$ cat src/rtl/univ_shift_reg.sv
// Universal shift register with an auto-transfer sequencer.
// Manual mode: hold / shift right / shift left / parallel load.
// Auto mode: a start pulse loads d and shifts it out over exactly WIDTH cycles.
// The optional macro SHIFT_ROTATE_EN enables rotate-on-shift, selected by rot.
module univ_shift_reg #(
  parameter int unsigned WIDTH = 4
) (
  input  logic             clk,
  input  logic             clear,
  input  logic             en,
  input  logic [1:0]       mode,
  input  logic             sir,
  input  logic             sil,
  input  logic [WIDTH-1:0] d,
  input  logic             start,
  input  logic             dir,
  input  logic             rot,
  output logic [WIDTH-1:0] q,
  output logic             sor,
  output logic             sol,
  output logic             busy,
  output logic             done
);

  localparam int unsigned CNT_W = $clog2(WIDTH + 1);

  typedef enum logic [1:0] {StIdle, StShift, StDone} state_e;

  state_e             state_q, state_d;
  logic [WIDTH-1:0]   q_q, q_d;
  logic [CNT_W-1:0]   cnt_q, cnt_d;
  logic               dir_q, dir_d;
  logic               busy_q, done_q;
  logic               fill_r, fill_l;
  logic [WIDTH-1:0]   shr, shl;

`ifdef SHIFT_ROTATE_EN
  // With rot set, the bit leaving one end re-enters at the other.
  assign fill_r = rot ? q_q[0]       : sir;
  assign fill_l = rot ? q_q[WIDTH-1] : sil;
`else
  logic unused_rot;
  assign unused_rot = rot;
  assign fill_r = sir;
  assign fill_l = sil;
`endif

  assign shr = {fill_r, q_q[WIDTH-1:1]};
  assign shl = {q_q[WIDTH-2:0], fill_l};

  // Next-state logic: start wins over manual mode in IDLE; SHIFT runs WIDTH cycles.
  always_comb begin
    state_d = state_q;
    q_d     = q_q;
    cnt_d   = cnt_q;
    dir_d   = dir_q;
    unique case (state_q)
      StIdle: begin
        if (start) begin
          q_d     = d;
          dir_d   = dir;
          cnt_d   = '0;
          state_d = StShift;
        end else if (en) begin
          case (mode)
            2'b01:   q_d = shr;
            2'b10:   q_d = shl;
            2'b11:   q_d = d;
            default: q_d = q_q;
          endcase
        end
      end
      StShift: begin
        q_d = dir_q ? shl : shr;
        if (cnt_q == CNT_W'(WIDTH - 1)) begin
          cnt_d   = '0;
          state_d = StDone;
        end else begin
          cnt_d = cnt_q + CNT_W'(1);
        end
      end
      StDone: begin
        state_d = StIdle;
      end
      default: begin
        state_d = StIdle;
      end
    endcase
  end

  // State, data and status registers; clear wipes everything immediately.
  always_ff @(posedge clk or negedge clear) begin
    if (!clear) begin
      state_q <= StIdle;
      q_q     <= '0;
      cnt_q   <= '0;
      dir_q   <= 1'b0;
      busy_q  <= 1'b0;
      done_q  <= 1'b0;
    end else begin
      state_q <= state_d;
      q_q     <= q_d;
      cnt_q   <= cnt_d;
      dir_q   <= dir_d;
      busy_q  <= (state_d == StShift);
      done_q  <= (state_d == StDone);
    end
  end

  assign q    = q_q;
  assign sor  = q_q[0];
  assign sol  = q_q[WIDTH-1];
  assign busy = busy_q;
  assign done = done_q;

endmodule

$ cat config.mk
export PLATFORM = sky130hd
export DESIGN_NAME = univ_shift_reg
export DESIGN_NICKNAME = d
export VERILOG_FILES = /design/src/rtl/univ_shift_reg.sv
export SDC_FILE = /design/constraint.sdc
export NUM_CORES = 1
export LEC_CHECK = 0
export CAP_MARGIN = 25
export CORE_MARGIN = 1
export CORE_UTILIZATION = 44
export CTS_BUF_LIST = sky130_fd_sc_hd__clkbuf_16
export DETAILED_ROUTE_END_ITERATION = 12
export MAX_ROUTING_LAYER = met4
export PLACE_DENSITY = 0.88
export SYNTH_ARGS = -nofsm -noshare
export SYNTH_HDL_FRONTEND = slang
export SYNTH_SLANG_ARGS = --single-unit
$ cat constraint.sdc
create_clock -name clk -period 1.44 [get_ports clk]
set_input_delay 0.288 -clock clk [delete_from_list [all_inputs] [get_ports clk]]
set_output_delay 0.288 -clock clk [all_outputs]
set_load 0.02 [all_outputs]
# Yosys cells after proc, flatten, opt, wreduce, memory -nomap -nowiden
# Cells that the tools add are included.
classes:
  add_sub_neg: 1
  eq_ne: 10
  muxes: 11
  reduce_logical: 5
ops:
  columns: ["cell", "count"]
  rows:
  - ["4-bit 2-to-1 mux", 3]
  - ["4-bit case mux with 3 select lines", 1]
  - ["4-bit case mux with 2 select lines", 1]
  - ["2-bit by 1-bit == test with 1-bit output (second input constant)", 3]
  - ["2-bit == test (second input constant)", 3]
  - ["3-bit 2-to-1 mux", 2]
  - ["3-bit case mux with 2 select lines", 1]
  - ["5-bit by 2-bit != test with 1-bit output (second input constant)", 1]
  - ["2-bit 2-to-1 mux", 2]
  - ["2-bit case mux with 2 select lines", 1]
  - ["2-bit AND reduction", 2]
  - ["3-bit by 1-bit adder with 3-bit output (second input constant)", 1]
  - ["3-bit by 2-bit == test with 1-bit output (second input constant)", 1]
  - ["3-bit != test (second input constant)", 1]
  - ["3-bit AND reduction", 1]
  - ["2-bit logical NOT", 1]
  - ["2-bit != test (second input constant)", 1]
  - ["2-bit nonzero test", 1]
totals:
  register_bits: 12
  inputBits: 14
  out_inout_bits: 8
  wordCells: 33

# Depth between registers and ports, before layout
# Gate-level depths: netlist of the first run.
logic_depth:
  depth_word: 5
  ltp_mapped: 5

# Least setup slack after synthesis of the first run
# OpenSTA, ideal clock, no wires.
synth_path:
  path_kind: "reg-to-reg"
  startpoint: "register state_q[0]"
  endpoint: "register q_q[0], in the netlist q[0]"
  setup_time_ns: 0.134
  arrival_ns: 0.989
  t_required_ns: 1.306
  slack_ns: 0.317
  stages_incl_launch_ff: 5
  path_buffers: 1
  period_less_slack_ns: 1.123
  path_cell_list: "dfrtp_1 -> nor2b_4 -> buf_6 -> a221oi_1 -> a31oi_1"
synth_via:
  elab_chain_cells: 3
  word_cells_on_any_way: 7
  cone_classes: "eq/ne (3); mux (1); reduce/logical (3)"
synth_rtl:
  columns: ["element", "line_no", "text"]
  rows:
  - ["start, declared", "29", "state_e state_q, state_d;"]
  - ["start signal, assigned", "94", "state_q <= StIdle;"]
  - ["start signal, assigned", "101", "state_q <= state_d;"]
  - ["2-bit logical NOT / 2-bit by 1-bit == test with 1-bit output (equally long branches)", "57", "unique case (state_q)"]
  - ["5-bit by 2-bit != test with 1-bit output (no source line) (tied with other cells)", null, null]
  - ["3-bit AND reduction (no source line)", null, null]
  - ["end signal, assigned", "102", "q_q <= q_d;"]
  - ["end, declared", "30", "logic [WIDTH-1:0] q_q, q_d;"]
# Several ways; a longest one is shown, not always the timed one.
# A chain may end at the register's enable or synchronous reset.

# Worst setup path after layout of the first run
layout_path:
  startpoint: "input mode[1]"
  endpoint: "register q_q[1], in the netlist q[1]"
layout_via:
  elab_chain_cells: 5
  word_cells_on_any_way: 9
  cone_classes: "eq/ne (4); mux (4); reduce/logical (1)"
layout_rtl:
  columns: ["element", "line_no", "text"]
  rows:
  - ["start, declared", "11", "input logic [1:0] mode,"]
  - ["2-bit == test / 2-bit by 1-bit == test with 1-bit output (equally long branches)", "65", "case (mode)"]
  - ["4-bit case mux with 3 select lines", "65", null]
  - ["4-bit 2-to-1 mux", "64", "end else if (en) begin"]
  - ["4-bit 2-to-1 mux", "59", "if (start) begin"]
  - ["4-bit case mux with 2 select lines", "57", null]
# Several ways; a longest one is shown, not always the timed one. The select of a mux whose other input is x is not followed.

==> tab_implementation.tex, run 1 <==
\begin{tabular}{lr}
\hline
Metric & Value \\
\hline
\multicolumn{2}{l}{\textbf{Outcome}} \\
\quad Run status & finished, final reports clean \\
\multicolumn{2}{l}{\textbf{Drt}} \\
\quad Vias per inst & 5.82 \\
\quad Final routed wirelength across all metal layers & 1630 µm \\
\quad Wire length per cell after detailed routing & roughly 15 µm \\
\quad Remaining routing DRC violations & 0 \\
\quad First-pass DRT Iterations & 4 \\
\quad Routed vias & 617 \\
\quad Count of nets left with antenna violations after detail routing & 0 \\
\quad Count of routing violations after the opening detailed-route iteration & 7 \\
\multicolumn{2}{l}{\textbf{Critical path}} \\
\quad R2R Setup Slk & approximately 0.16 ns \\
\quad Crit Reg-Reg Endpoint & q[1]\$\_DFFE\_PN0P\_ \\
\quad Critical Path Source Type & input pin \\
\quad Max incr delay on CP & 0.55 ns \\
\quad Source of the worst register-to-register timing path & state\_q[0]\$\_DFF\_PN0\_ \\
\quad Data arrival at the endpoint of the critical path & approximately 1.5 ns \\
\quad CP required & about 1.6 ns \\
\quad Crit path max fanout & 8 \\
\quad Worst path most repeated cell & sky130\_fd\_sc\_hd\_\_o21ai\_1 \\
\quad Nature of the critical path endpoint & register \\
\quad Worst path top cell family by delay & compound AO/OA/AOI/OAI gates \\
\quad Cell-by-cell listing of the critical path & clkdlybuf4s50\_1, o21ai\_1, a21oi\_4, o21ai\_1, a31oi\_1 \\
\quad Depth of the worst register-to-register path & 4 \\
\quad Crit Path Class & input pin to register \\
\quad Slowest cell on the critical path & sky130\_fd\_sc\_hd\_\_clkdlybuf4s50\_1 \\
\quad Worst path bufs/invs & 1 \\
\multicolumn{2}{l}{\textbf{STA}} \\
\quad Final period demand of the worst path & 1.35 ns \\
\quad Post-route clock skew & approximately 0.0020 ns \\
\quad Measured slew at the worst slew-check pin & 0.304 ns \\
\quad Final number of max-transition violations & 0 \\
\quad Unrepaired setup endpoints after global routing & false \\
\quad Share of the cycle needed by the critical path after routing & 93.9\% \\
\quad Top achievable clock speed & $\sim$740 MHz \\
\quad Worst setup slack after layout & a little under 0.09 ns \\
\quad Setup TNS Final & 0 ns \\
\quad Number of setup violations in the final report & 0 \\
\quad Final Hold Fails & 0 \\
\quad Relative max-transition margin & 79.7\% \\
\multicolumn{2}{l}{\textbf{Synth}} \\
\quad Sequential fraction of the synthesis area & 43.9\% \\
\quad Synthesized netlist net count & 82 \\
\quad Number of storage elements in the synthesis netlist & 12 \\
\quad Synth unique cells & 30 \\
\quad Cells after synthesis & 67 \\
\quad Number of warnings printed during yosys synthesis & 0 \\
\quad Synthesized area per cell & 10.2 µm² \\
\quad Syn Std Cell Area & 684 µm² \\
\multicolumn{2}{l}{\textbf{Layout}} \\
\quad Proportion of layout cells with a drive suffix above 1 & 15.4\% \\
\quad Number of fill cells in the layout & 108 \\
\quad Layout Cells excl Fill & 106 \\
\quad P\&R area growth vs syn & 42.8\% \\
\quad Antenna fix cells & 0 \\
\quad Post-layout nets & roughly 110 \\
\multicolumn{2}{l}{\textbf{Die}} \\
\quad Number of top-level design ports & 22 \\
\quad Die Footprint & 0.00172 mm² \\
\quad Total core area & between 0.001 and 0.0015 mm² \\
\quad Row cnt & 13 \\
\quad Die boundary width & 41.4 µm \\
\quad Starting utilization of the core area & 50.1\% \\
\quad Die Y & 41.4 µm \\
\multicolumn{2}{l}{\textbf{Clock network}} \\
\quad Cells resized by post-CTS repair & 6 \\
\quad Largest buffer count on any clock path & 2 \\
\quad Count of H-tree levels built during CTS & 1 \\
\quad Clk slew on worst S/H paths & 0.04 ns \\
\quad Post-CTS Setup Repair Bufs & 0 \\
\quad Total CTS buffers & 3 \\
\quad Hold-fix buffer count after cts & 0 \\
\quad Sink Count & 12 \\
\quad TritonCTS clock tree & built \\
\quad Clock Latency Late Sink & 0.24 ns \\
\quad Clock tree root driver cell & sky130\_fd\_sc\_hd\_\_clkbuf\_16 \\
\multicolumn{2}{l}{\textbf{Hold path}} \\
\quad Path category of the worst min-delay check & input pin to async pin \\
\multicolumn{2}{l}{\textbf{Flow run}} \\
\quad Max-Cap Viols & 0 \\
\multicolumn{2}{l}{\textbf{Placement}} \\
\quad Port-buffer cells & 20 \\
\quad Placed instance count & 102 \\
\quad Final weighted congestion in routability-driven placement & 0.780 \\
\quad DP Worst Slack & -0.221 ns \\
\multicolumn{2}{l}{\textbf{GRT}} \\
\quad All-Layer GR Usage & a little over a fifth \\
\quad Grt ovf & 0 \\
\quad First-pass GRT wire length & 2690 µm \\
\quad Number of antenna violations at the first check in global routing & 0 \\
\quad Pin count of the biggest net entering global routing & 13 \\
\quad Number of global-route vias before repair & 591 \\
\multicolumn{2}{l}{\textbf{Power and ir drop}} \\
\quad Leakage power figure & around 0.47 nW \\
\quad Largest vdd supply drop & 0.00124 V \\
\quad Total design power & approximately 2.2 mW \\
\quad Power density cells & 2230 mW/mm² \\
\hline
\end{tabular}
## Yosys cell counts (all sizes together)
cell type | number | area share [%]
nand3 | 4 | 2.9
a22o | 2 | 2.7
nor3b | 2 | 2.2
a31oi | 4 | 3.7
o211ai | 1 | 1.1
inv | 1 | 0.55
a221oi | 3 | 3.8
ha | 1 | 1.8
and2 | 2 | 1.8
a21oi | 4 | 4.6
mux2 | 1 | 1.6
or2 | 1 | 0.91
buf | 6 | 7.3
nor2 | 4 | 2.6
mux2i | 4 | 5.9
a21o | 1 | 1.1
nor2b | 2 | 2.9
dfrtp | 12 | 44
and3 | 1 | 0.91
o21ai | 4 | 2.9
nand2 | 5 | 2.7
o22ai | 1 | 0.91
o21a | 1 | 1.1
## placed cells by master (no fill, tap or decap)
cell,Yosys,layout
sky130_fd_sc_hd__o22ai_1,1,1
sky130_fd_sc_hd__buf_4,3,6
sky130_fd_sc_hd__clkinv_1,0,1
sky130_fd_sc_hd__a22o_1,1,1
sky130_fd_sc_hd__o21ai_0,1,1
sky130_fd_sc_hd__o21a_1,1,1
sky130_fd_sc_hd__a21o_1,1,1
sky130_fd_sc_hd__clkdlybuf4s50_1,0,11
sky130_fd_sc_hd__dfrtp_1,12,12
sky130_fd_sc_hd__or2_1,1,1
sky130_fd_sc_hd__ha_1,1,1
sky130_fd_sc_hd__a21oi_1,3,3
sky130_fd_sc_hd__dlygate4sd2_1,0,6
sky130_fd_sc_hd__nor2b_4,1,1
sky130_fd_sc_hd__a21oi_4,1,1
sky130_fd_sc_hd__o211ai_1,1,1
sky130_fd_sc_hd__nor3b_1,2,2
sky130_fd_sc_hd__a22o_2,1,1
sky130_fd_sc_hd__nand3_1,4,4
sky130_fd_sc_hd__and2_1,2,2
sky130_fd_sc_hd__a31oi_1,4,4
sky130_fd_sc_hd__nor2_2,1,1
sky130_fd_sc_hd__clkbuf_16,0,3
sky130_fd_sc_hd__nand2_1,5,5
sky130_fd_sc_hd__dlymetal6s2s_1,0,3
sky130_fd_sc_hd__o21ai_1,3,3
sky130_fd_sc_hd__nor2_1,3,3
sky130_fd_sc_hd__and3_1,1,1
sky130_fd_sc_hd__mux2i_1,4,4
sky130_fd_sc_hd__a221oi_1,3,3
sky130_fd_sc_hd__inv_1,1,1
sky130_fd_sc_hd__nor2b_1,1,1
sky130_fd_sc_hd__mux2_2,1,1
## cells by family after synthesis
family / Yosys count / synth area share, %
AOI/OAI and AO/OA: 21 / 21.9
DFF: 12 / 43.9
buffers and inverters: 7 / 7.86
muxes: 5 / 7.50
and+or+nand+nor: 21 / 17.0
adders and majority gates: 1 / 1.83
## layout make-up
type / count / area, µm² / share of cell area [%]
sequential: 12 / 300 / 30.7
clock inverter: 1 / 3.75 / 0.384
tap: 15 / 18.8 / 1.92
inverter: 1 / 3.75 / 0.384
multi-input combinational: 48 / 330 / 33.8
timing repair buffer: 26 / 245 / 25.1
clock buffer: 3 / 75.1 / 7.68
## worst max-delay path by stage
stage                    startpoint                 to  slack, ns  cells after the start
2_1_floorplan  state_q[0]$_DFF_PN0_   q[0]$_DFFE_PN0P_       0.32                      4
3_3_place_gp                  start   q[0]$_DFFE_PN0P_      -0.20                      4
3_5_place_dp                  start  dir_q$_DFFE_PN0P_      -0.22                      3
4_1_cts                       start  dir_q$_DFFE_PN0P_     0.0003                      3
5_1_grt                     mode[1]   q[1]$_DFFE_PN0P_      0.006                      5
6_report                    mode[1]   q[1]$_DFFE_PN0P_       0.09                      5
## state kept, by name (all words and copies together) (netlist names)
signal and count:
cnt_q 3, dir_q 1, busy 1, state_q 2, done 1, q 4
## metrics by stage
stage               hold WS [ns]  util, %  cell area, µm²
floorplan               -0.00759        -             684
global placement           0.471     65.8             898
detailed placement         0.489     65.8             898
CTS                        0.350     71.0             970
global route               0.362     71.5             977
finish                     0.349     71.5             977
## power breakdown
part	total (mW)	switching, mW	internal [mW]
logic	1.01	0.539	0.474
clock network	0.509	0.143	0.365
registers	0.657	0.167	0.490
total	2.18	0.849	1.33
## routing by layer
layer  vias up  part of all wire [%]  GRT usage, %
met3         4                   4.7          4.35
met4         0                   1.5          10.3
met5         -                     0             -
met1       301                    47          27.1
met2        20                    47          30.6
li1        292                     -             -
Note: power is estimated with default switching activity, not from simulation.
==> run 2, diff against run 1 <==
ABC_CLOCK_PERIOD_IN_PS = 1440   (was default)
==> results of run 2 <==
Same layout as run 1: the final DEF is identical, and so are final timing and power.
